[src/rtl/linked_list_reader_if.sv]
// Push/pop handshake between the linked-list pointer manager, the data store
// writer, the reader and the downstream consumer.
interface linked_list_reader_if #(
  parameter int NUM_ELEMS  = 4,
  parameter int NUM_LISTS  = 2,
  parameter int DATA_WIDTH = 8,
  parameter int PTR_WIDTH  = $clog2(NUM_ELEMS),
  parameter int LIST_W     = (NUM_LISTS > 1) ? $clog2(NUM_LISTS) : 1
);
  logic                  wr_en;
  logic [PTR_WIDTH-1:0]  wr_ptr;
  logic [DATA_WIDTH-1:0] wr_data;
  logic [NUM_LISTS-1:0]  empty;
  logic [NUM_LISTS-1:0]  list_en;
  logic [PTR_WIDTH-1:0]  popped_head;
  logic [NUM_LISTS-1:0]  pop;
  logic                  out_valid;
  logic                  out_ready;
  logic [DATA_WIDTH-1:0] out_data;
  logic [LIST_W-1:0]     out_list;

  modport slave (
    input  wr_en, wr_ptr, wr_data, empty, list_en, popped_head, out_ready,
    output pop, out_valid, out_data, out_list
  );

  modport master (
    output wr_en, wr_ptr, wr_data, empty, list_en, popped_head, out_ready,
    input  pop, out_valid, out_data, out_list
  );
endinterface

[src/rtl/linked_list_reader.sv]
// Round-robin reader over several linked lists sharing one data store; pops
// one head per cycle into a single-entry output register.
module linked_list_reader #(
  parameter int NUM_ELEMS  = 4,
  parameter int NUM_LISTS  = 2,
  parameter int DATA_WIDTH = 8,
  parameter int PTR_WIDTH  = $clog2(NUM_ELEMS),
  parameter int LIST_W     = (NUM_LISTS > 1) ? $clog2(NUM_LISTS) : 1
) (
  input logic                  clk,
  input logic                  rst,
  linked_list_reader_if.slave  bus
);

  logic [DATA_WIDTH-1:0] mem_q [NUM_ELEMS];

  logic [LIST_W-1:0]     rr_q, rr_d;
  logic [LIST_W-1:0]     grant;
  logic                  found;
  logic                  slot_free;
  logic                  pop_any;
  logic [NUM_LISTS-1:0]  elig;
  logic [DATA_WIDTH-1:0] pop_data;

  logic                  out_valid_q, out_valid_d;
  logic [DATA_WIDTH-1:0] out_data_q,  out_data_d;
  logic [LIST_W-1:0]     out_list_q,  out_list_d;

  always_ff @(posedge clk) begin
    if (bus.wr_en) mem_q[bus.wr_ptr] <= bus.wr_data;
  end

  assign elig      = ~bus.empty & bus.list_en;
  assign slot_free = !out_valid_q || bus.out_ready;

  // Scan from the far end back to rr_q so the last hit is the first eligible.
  always_comb begin
    int k;
    logic [LIST_W-1:0] kk;
    grant = '0;
    found = 1'b0;
    k     = 0;
    kk    = '0;
    for (int i = NUM_LISTS - 1; i >= 0; i--) begin
      k = int'(rr_q) + i;
      if (k >= NUM_LISTS) k = k - NUM_LISTS;
      kk = LIST_W'(k);
      if (elig[kk]) begin
        grant = kk;
        found = 1'b1;
      end
    end
  end

  assign pop_any = found && slot_free && !rst;
  assign bus.pop = pop_any ? (NUM_LISTS'(1) << grant) : '0;

  // A write landing on the head being popped this cycle wins over the stale entry.
  assign pop_data = (bus.wr_en && (bus.wr_ptr == bus.popped_head)) ?
                    bus.wr_data : mem_q[bus.popped_head];

  always_comb begin
    int n;
    rr_d        = rr_q;
    out_valid_d = out_valid_q;
    out_data_d  = out_data_q;
    out_list_d  = out_list_q;
    n           = 0;
    if (pop_any) begin
      n = int'(grant) + 1;
      if (n >= NUM_LISTS) n = 0;
      rr_d        = LIST_W'(n);
      out_valid_d = 1'b1;
      out_data_d  = pop_data;
      out_list_d  = grant;
    end else if (out_valid_q && bus.out_ready) begin
      out_valid_d = 1'b0;
    end
  end

  always_ff @(posedge clk) begin
    if (rst) begin
      rr_q        <= '0;
      out_valid_q <= 1'b0;
      out_data_q  <= '0;
      out_list_q  <= '0;
    end else begin
      rr_q        <= rr_d;
      out_valid_q <= out_valid_d;
      out_data_q  <= out_data_d;
      out_list_q  <= out_list_d;
    end
  end

  assign bus.out_valid = out_valid_q;
  assign bus.out_data  = out_data_q;
  assign bus.out_list  = out_list_q;

endmodule

[src/flat_wrapper.sv]
// flat-port wrapper written by rule: the top's interface ports become plain ports
module linked_list_reader_flat 
#(
  parameter int NUM_ELEMS  = 4,
  parameter int NUM_LISTS  = 2,
  parameter int DATA_WIDTH = 8,
  parameter int PTR_WIDTH  = $clog2(NUM_ELEMS),
  parameter int LIST_W     = (NUM_LISTS > 1) ? $clog2(NUM_LISTS) : 1
)
  (clk, rst, bus_wr_en, bus_wr_ptr, bus_wr_data, bus_empty, bus_list_en, bus_popped_head, bus_out_ready, bus_pop, bus_out_valid, bus_out_data, bus_out_list);
  linked_list_reader_if #(.NUM_ELEMS(NUM_ELEMS), .NUM_LISTS(NUM_LISTS), .DATA_WIDTH(DATA_WIDTH), .PTR_WIDTH(PTR_WIDTH), .LIST_W(LIST_W)) bus_i ();
  input logic clk;
  input logic rst;
  input wire logic [$bits(bus_i.wr_en)-1:0] bus_wr_en;
  input wire logic [$bits(bus_i.wr_ptr)-1:0] bus_wr_ptr;
  input wire logic [$bits(bus_i.wr_data)-1:0] bus_wr_data;
  input wire logic [$bits(bus_i.empty)-1:0] bus_empty;
  input wire logic [$bits(bus_i.list_en)-1:0] bus_list_en;
  input wire logic [$bits(bus_i.popped_head)-1:0] bus_popped_head;
  input wire logic [$bits(bus_i.out_ready)-1:0] bus_out_ready;
  output wire logic [$bits(bus_i.pop)-1:0] bus_pop;
  output wire logic [$bits(bus_i.out_valid)-1:0] bus_out_valid;
  output wire logic [$bits(bus_i.out_data)-1:0] bus_out_data;
  output wire logic [$bits(bus_i.out_list)-1:0] bus_out_list;
  assign bus_i.wr_en = bus_wr_en;
  assign bus_i.wr_ptr = bus_wr_ptr;
  assign bus_i.wr_data = bus_wr_data;
  assign bus_i.empty = bus_empty;
  assign bus_i.list_en = bus_list_en;
  assign bus_i.popped_head = bus_popped_head;
  assign bus_i.out_ready = bus_out_ready;
  assign bus_pop = bus_i.pop;
  assign bus_out_valid = bus_i.out_valid;
  assign bus_out_data = bus_i.out_data;
  assign bus_out_list = bus_i.out_list;
  linked_list_reader #(.NUM_ELEMS(NUM_ELEMS), .NUM_LISTS(NUM_LISTS), .DATA_WIDTH(DATA_WIDTH), .PTR_WIDTH(PTR_WIDTH), .LIST_W(LIST_W)) u_core (.clk(clk), .rst(rst), .bus(bus_i));
endmodule
[config.mk]
export PLATFORM = sky130hd
export DESIGN_NAME = linked_list_reader_flat
export DESIGN_NICKNAME = d
export VERILOG_FILES = /design/src/rtl/linked_list_reader_if.sv /design/src/rtl/linked_list_reader.sv /design/src/flat_wrapper.sv
export SDC_FILE = /design/constraint.sdc
export NUM_CORES = 1
export LEC_CHECK = 0
export CORE_ASPECT_RATIO = 1.25
export CORE_MARGIN = 2
export CORE_UTILIZATION = 51
export CTS_CLUSTER_SIZE = 12
export DETAILED_ROUTE_END_ITERATION = 8
export GPL_ROUTABILITY_DRIVEN = 0
export PLACE_DENSITY = 0.81
export SETUP_SLACK_MARGIN = 0.5
export SYNTH_ARGS = -nofsm -noshare
export SYNTH_HDL_FRONTEND = slang
export SYNTH_SLANG_ARGS = --single-unit
[constraint.sdc]
create_clock -name clk -period 1.9 [get_ports clk]
set_clock_uncertainty 0.15 [all_clocks]
set_input_delay 0.38 -clock clk [delete_from_list [all_inputs] [get_ports clk]]
set_output_delay 0.38 -clock clk [all_outputs]
set_load 0.005 [all_outputs]
==> run_results.csv, run 1 <==
group,metric,value,unit
setup_path,crit_chain,"nor2b_4 > a211o_1 > nor2_4 > buf_2",
finish,final_cell_mix,"32 x edfxtp_1, 18 x buf_4, 12 x clkdlybuf4s15_1, 10 x dfxtp_2",
job,drv_cap,0,
pwr,power_frac_clock,28.4,%
timing,setup_viol,0,
place,portBuffers,31,
pwr,p_sw,0.000431,W
yosys,yosys_register_bits,43,
yosys,syn_area,0.00175,sq mm
die,io_pins,32,
setup_path,path_depth,4,
detailed_routing,vias,1099,
cts,cts-root-buf,"clkbuf_8",
finish,final_cells,197,
cts,cts_buffers,5,
die,start_util,53.9,%
run_status,status,"complete, no violations",
cts,clk_latency,300,ps
setup_path,crit_fanout,2,
finish,nNetsFinal,179,
setup_path,crit_buf_inv,1,
timing,finalHoldViolCount,0,
setup_path,cp.arrival,1280,ps
global_route,gr-total-overflow,0,
yosys,postSynthAreaPerCell,16.9,sq um
setup_path,worstPathRequired,1370,ps
timing,fin_ws,94.8,ps
timing,hold_ws,332,ps
timing,tightest_slew,232,ps
place,hpwl,2340,microns
finish,fill_cells,198,
place,dp_cells,181,
yosys,synth_fp_nets,124,
global_route,grt_max_degree,19,
finish,postLayoutCoreUtil,75.8,%
cts,cts.clk_slew.worst_paths,80,ps
min_path,hold_depth,2,
global_route,grt_pass1_vias,1178,
pwr,pwr-share-seq,56.4,%
finish,drive_gt1_share,40.6,%
global_route,antenna_found_initial,0,
timing,relSlewSlack,84.5,%
yosys,synth.distinct_cells,23,
yosys,syn_inst,104,
global_route,grt_pass1_wl,5680,microns
timing,finalMaxSlewViolations,0,
cts,clockBufferDepth,2,
detailed_routing,dr.first_iter.drc_count,43,
finish,final_common_cell,"edfxtp_1",
detailed_routing,ant_nets,0,
timing,finalCriticalPeriod,1810,ps
pwr,p_comb_share,15.2,%
yosys,yosysWarningCount,0,
detailed_routing,routed_wl,3710,microns
yosys,seq_area_frac_synth,67.3,%
timing,fmax,554,MHz
pwr,ir_worst_vdd,0.000609,V
die,core,0.00325,sq mm
timing,final.period_utilization,95.0,%
cts,cts_sinks,43,
finish,diodes,0,
die,die_w,56.5,microns
min_path,hold_class,"reg2reg",
pwr,power,0.00193,W
setup_path,max_stage_delay,320,ps
yosys,ys.flop_type,"edfxtp_1",
cts,cts_tree,"yes",
setup_path,crit_family,"flip-flops",
global_route,grt_usage,19.6,%
cts,cts-htree-levels,2,
detailed_routing,wl_per_cell,18.8,microns
finish,syn_to_final_growth,40.5,%
setup_path,end_kind,"output port",
timing,grt_setup_unrepaired,"yes",
pwr,switching_share,22.3,%
yosys,synth_edf_count,32,
detailed_routing,first_pass_iters,4,
detailed_routing,route.detailed.drc,0,
detailed_routing,routed_via_density,5.58,
setup_path,critical_path_class,"reg2out",
pwr,p_leak,0.914,nW
yosys,synthArstFlopShare,0,%
setup_path,rr_worst_depth,7,
setup_path,slowest_stage,"dfxtp_2",
die,design.die.area,0.00393,sq mm
pwr,p_int,0.00150,W
place,pre_cts_slack,-514,ps
die,rows,23,
die,die_h,69.6,microns
pwr,p_per_area,784,mW/mm^2
setup_path,crit_path_start_kind,"register",
[power groups by stage]
stage	clock (W)	sequential [W]	combinational, W
5_1_grt	0.000596	0.00109	0.000314
3_3_place_gp	0	0.00110	0.000245
4_1_cts	0.000559	0.00109	0.000275
3_5_place_dp	0	0.00111	0.000253
2_1_floorplan	0	0.00110	0.000119
6_report	0.000548	0.00109	0.000294
[state kept, by name, indices dropped and copies added (netlist names)]
register              flops
u_core.rr_q               1
u_core.bus.out_valid      1
u_core.bus.out_data       8
u_core.mem_q             32
u_core.bus.out_list       1
[final cells by class]
class | instances | area (sq um) | share of cell area [%]
Sequential cell | 43 | 1190 | 48.4
Multi-Input combinational cell | 54 | 599 | 24.3
Timing Repair Buffer | 54 | 541 | 21.9
Clock buffer | 7 | 76.3 | 3.10
Tap cell | 37 | 46.3 | 1.88
Clock inverter | 1 | 5.00 | 0.203
Inverter | 1 | 3.75 | 0.152
[path summary, 6_finish.rpt]
check	slack, ps	end	from
worst min-delay path	330	u_core.bus.out_data[6]	u_core.bus.out_data[6]
worst max-delay path	90	bus_pop[0]	u_core.bus.out_valid
worst min register to register	330	u_core.bus.out_data[6]	u_core.bus.out_data[6]
worst max register to register	290	u_core.bus.out_list	u_core.bus.out_valid
[worst min-delay path, stage by stage (launching register included)]
cell      delay (ps)
dfxtp_2          320
nand3b_1          70
o21ai_1           50
[cells in the mapped netlist, types with 2 or more instances]
| library cell | instances | area [sq um] |
|---|---|---|
| mux4_1 | 7 | 184 |
| o21ai_1 | 8 | 40.0 |
| edfxtp_1 | 32 | 961 |
| and3_1 | 2 | 12.5 |
| nor2_1 | 6 | 22.5 |
| nor3b_1 | 2 | 15.0 |
| nand3b_1 | 8 | 60.1 |
| nand2b_1 | 2 | 12.5 |
| buf_4 | 2 | 15.0 |
| dfxtp_1 | 11 | 220 |
| buf_6 | 3 | 33.8 |
| nand2_1 | 2 | 7.51 |
| mux2i_1 | 8 | 80.1 |
| xnor2_1 | 2 | 17.5 |
[logic make-up (layout without fill, tap and decap cells)]
family | Yosys count | count (layout) | synth area share [%]
DFF | 43 | 43 | 67.3
buffers and inverters | 7 | 63 | 3.21
AOI/OAI and AO/OA | 11 | 11 | 3.50
muxes | 16 | 16 | 16.3
xor gates and xnor gates | 2 | 2 | 0.999
and+or+nand+nor | 25 | 25 | 8.63
[repair_timing]
action | 4_1_cts | 5_1_grt
cloned | 1 | 1
gates resized for setup | 65 | 12
hold buffers | 0 | 0
buffers inserted | 3 | 3
endpoints found under the setup margin | 54 | 18
pin swaps | 7 | 3
[metal layers]
metal	vias to the layer above	GRT usage (%)	wire [microns]
met4	0	8.73	65
met5	-	0	0
met1	546	21.1	1430
li1	513	-	-
met2	33	36.0	2070
met3	7	3.92	144
[metrics by stage]
step / cell area (sq um) / TNS, ps
finish: 2460 / 0
global placement: 2190 / -2200
detailed placement: 2190 / -2650
floorplan: 1760 / 0
CTS: 2400 / 0
global route: 2460 / 0
No activity file was read; power rests on OpenSTA's default activity.
==> inputs of run 2 (changes only) <==
Settings changed: SKIP_LAST_GASP set to 1.
==> results of run 2 <==
No change in the layout: final DEF, timing and power equal those of run 1.
==> inputs of run 3 (changes only) <==
Clock period 1.9 ns to 2.05 ns, I/O delays scaled along.
==> run_results.csv, run 3 (same netlist as run 1, synthesis figures left out) <==
group,metric,value,unit
finish,drive_gt1_share,30.1,%
job,drv_cap,0,
cts,clk_latency,290,ps
detailed_routing,wl_per_cell,19.0,microns
finish,final_cell_mix,"32 x edfxtp_1, 14 x dlygate4sd2_1, 14 x buf_4, 9 x dfxtp_1",
setup_path,crit_fanout,2,
setup_path,crit_chain,"nor2b_4 > a211o_1 > nor2_4 > buf_2",
detailed_routing,dr.first_iter.drc_count,57,
global_route,grt_usage,20.3,%
timing,timing.setup.tns,0,ps
cts,cts_buffers,5,
setup_path,r2r-end,"u_core.bus.out_data[0]",
finish,nNetsFinal,172,
setup_path,rr_worst_depth,3,
finish,syn_to_final_growth,35.9,%
setup_path,crit_path_start,"u_core.bus.out_valid",
cts,cts_tree,"yes",
die,design.die.area,0.00393,sq mm
timing,final.period_utilization,86.3,%
global_route,grt_pass1_wl,5750,microns
finish,diodes,0,
pwr,p_per_area,841,mW/mm^2
timing,finalCriticalPeriod,1770,ps
detailed_routing,vias,1072,
place,hpwl,2410,microns
die,start_util,53.9,%
cts,clockBufferDepth,2,
cts,cts-htree-levels,2,
setup_path,endpoint,"bus_pop[0]",
pwr,p_leak,0.927,nW
min_path,hold_class,"reg2reg",
timing,finalMaxSlewViolations,0,
timing,grt_setup_unrepaired,"yes",
timing,relSlewSlack,83.5,%
setup_path,crit_family,"flip-flops",
pwr,power,0.00200,W
setup_path,path_depth,4,
detailed_routing,routed_wl,3620,microns
global_route,grt_pass1_vias,1170,
min_path,hold_depth,2,
setup_path,reg2reg_slack,580,ps
finish,largest_reg_flops,32,
die,die_w,56.5,microns
timing,setup_viol,0,
cts,cts-root-buf,"clkbuf_8",
global_route,grt_max_degree,19,
detailed_routing,routed_via_density,5.64,
detailed_routing,ant_nets,0,
die,die_h,69.6,microns
place,portBuffers,31,
cts,cts_sinks,43,
die,rows,23,
global_route,gr-total-overflow,0,
setup_path,slowest_stage,"dfxtp_2",
setup_path,max_stage_delay,320,ps
cts,cts.clk_slew.worst_paths,80,ps
detailed_routing,route.detailed.drc,0,
setup_path,end_kind,"output port",
setup_path,worstPathRequired,1490,ps
setup_path,cp.arrival,1210,ps
die,io_pins,32,
setup_path,crit_path_start_kind,"register",
finish,final_common_cell,"edfxtp_1",
setup_path,timing.rr.start,"u_core.mem_q[1][0]",
timing,fmax,565,MHz
pwr,ir_worst_vdd,0.000742,V
timing,finalHoldViolCount,0,
finish,largest-register,"u_core.mem_q",
die,core,0.00325,sq mm
setup_path,crit_buf_inv,1,
timing,tightest_slew,247,ps
run_status,status,"complete, no violations",
cts,cts_hold_buf,0,
detailed_routing,first_pass_iters,4,
setup_path,critical_path_class,"reg2out",
global_route,antenna_found_initial,0,
-- run 3: worst reg2reg max path: stages, from the launching register on --
cell	delay (ps)
edfxtp_1	430
mux4_1	560
mux2i_1	150
o21ai_1	70
-- run 3: stage by stage --
| step | instances | cell area (sq um) | setup WS [ps] | utilization (%) | hold slack, ps |
|---|---|---|---|---|---|
| after floorplan | 104 | 1780 | 325 | - | 284 |
| after global placement | 179 | 2200 | -388 | 67.7 | 293 |
| after detailed placement | 179 | 2200 | -436 | 67.7 | 296 |
| after CTS | 190 | 2390 | 233 | 73.6 | 337 |
| after global routing | 190 | 2380 | 228 | 73.3 | 345 |
| final | 190 | 2380 | 281 | 73.3 | 329 |
-- run 3: cell type report --
class	count	area (sq um)
multi-input cells	54	586
clock inverters	3	67.6
inverters	1	3.75
fillers	217	868
well taps	37	46.3
clock buffers	5	68.8
repair buffers	47	428
flip-flops and latches	43	1180
-- run 3: timing repair --
item,4_1_cts,5_1_grt
buffers inserted,2,0
resized for setup,49,8
pin swaps,3,2
endpoints found under the setup margin,22,10
gates cloned,1,0
-- run 3: how the worst min path moves through the flow --
stage,slack (ps),endpoint,startpoint
final,330,u_core.bus.out_data[6],u_core.bus.out_data[6]
after global routing,340,u_core.bus.out_valid,rst
after CTS,340,u_core.bus.out_data[6],u_core.bus.out_data[6]
after detailed placement,300,u_core.rr_q,u_core.rr_q
after global placement,290,u_core.rr_q,u_core.rr_q
after floorplan,280,u_core.rr_q,u_core.rr_q
-- run 3: metal layers --
| layer | vias up | track usage [%] | part of all wire (%) |
|---|---|---|---|
| met5 | - | 0 | 0 |
| met4 | 0 | 10.3 | 3.1 |
| met3 | 9 | 5.78 | 4.4 |
| met2 | 36 | 35.9 | 54 |
| met1 | 527 | 21.5 | 38 |
| li1 | 500 | - | - |
-- run 3: power breakdown --
part,internal [W],switching [W],total [W]
clock network,0.000485,0.000280,0.000766
logic,0.000133,0.0000994,0.000233
registers,0.000988,0.0000186,0.00101
total,0.00161,0.000398,0.00200
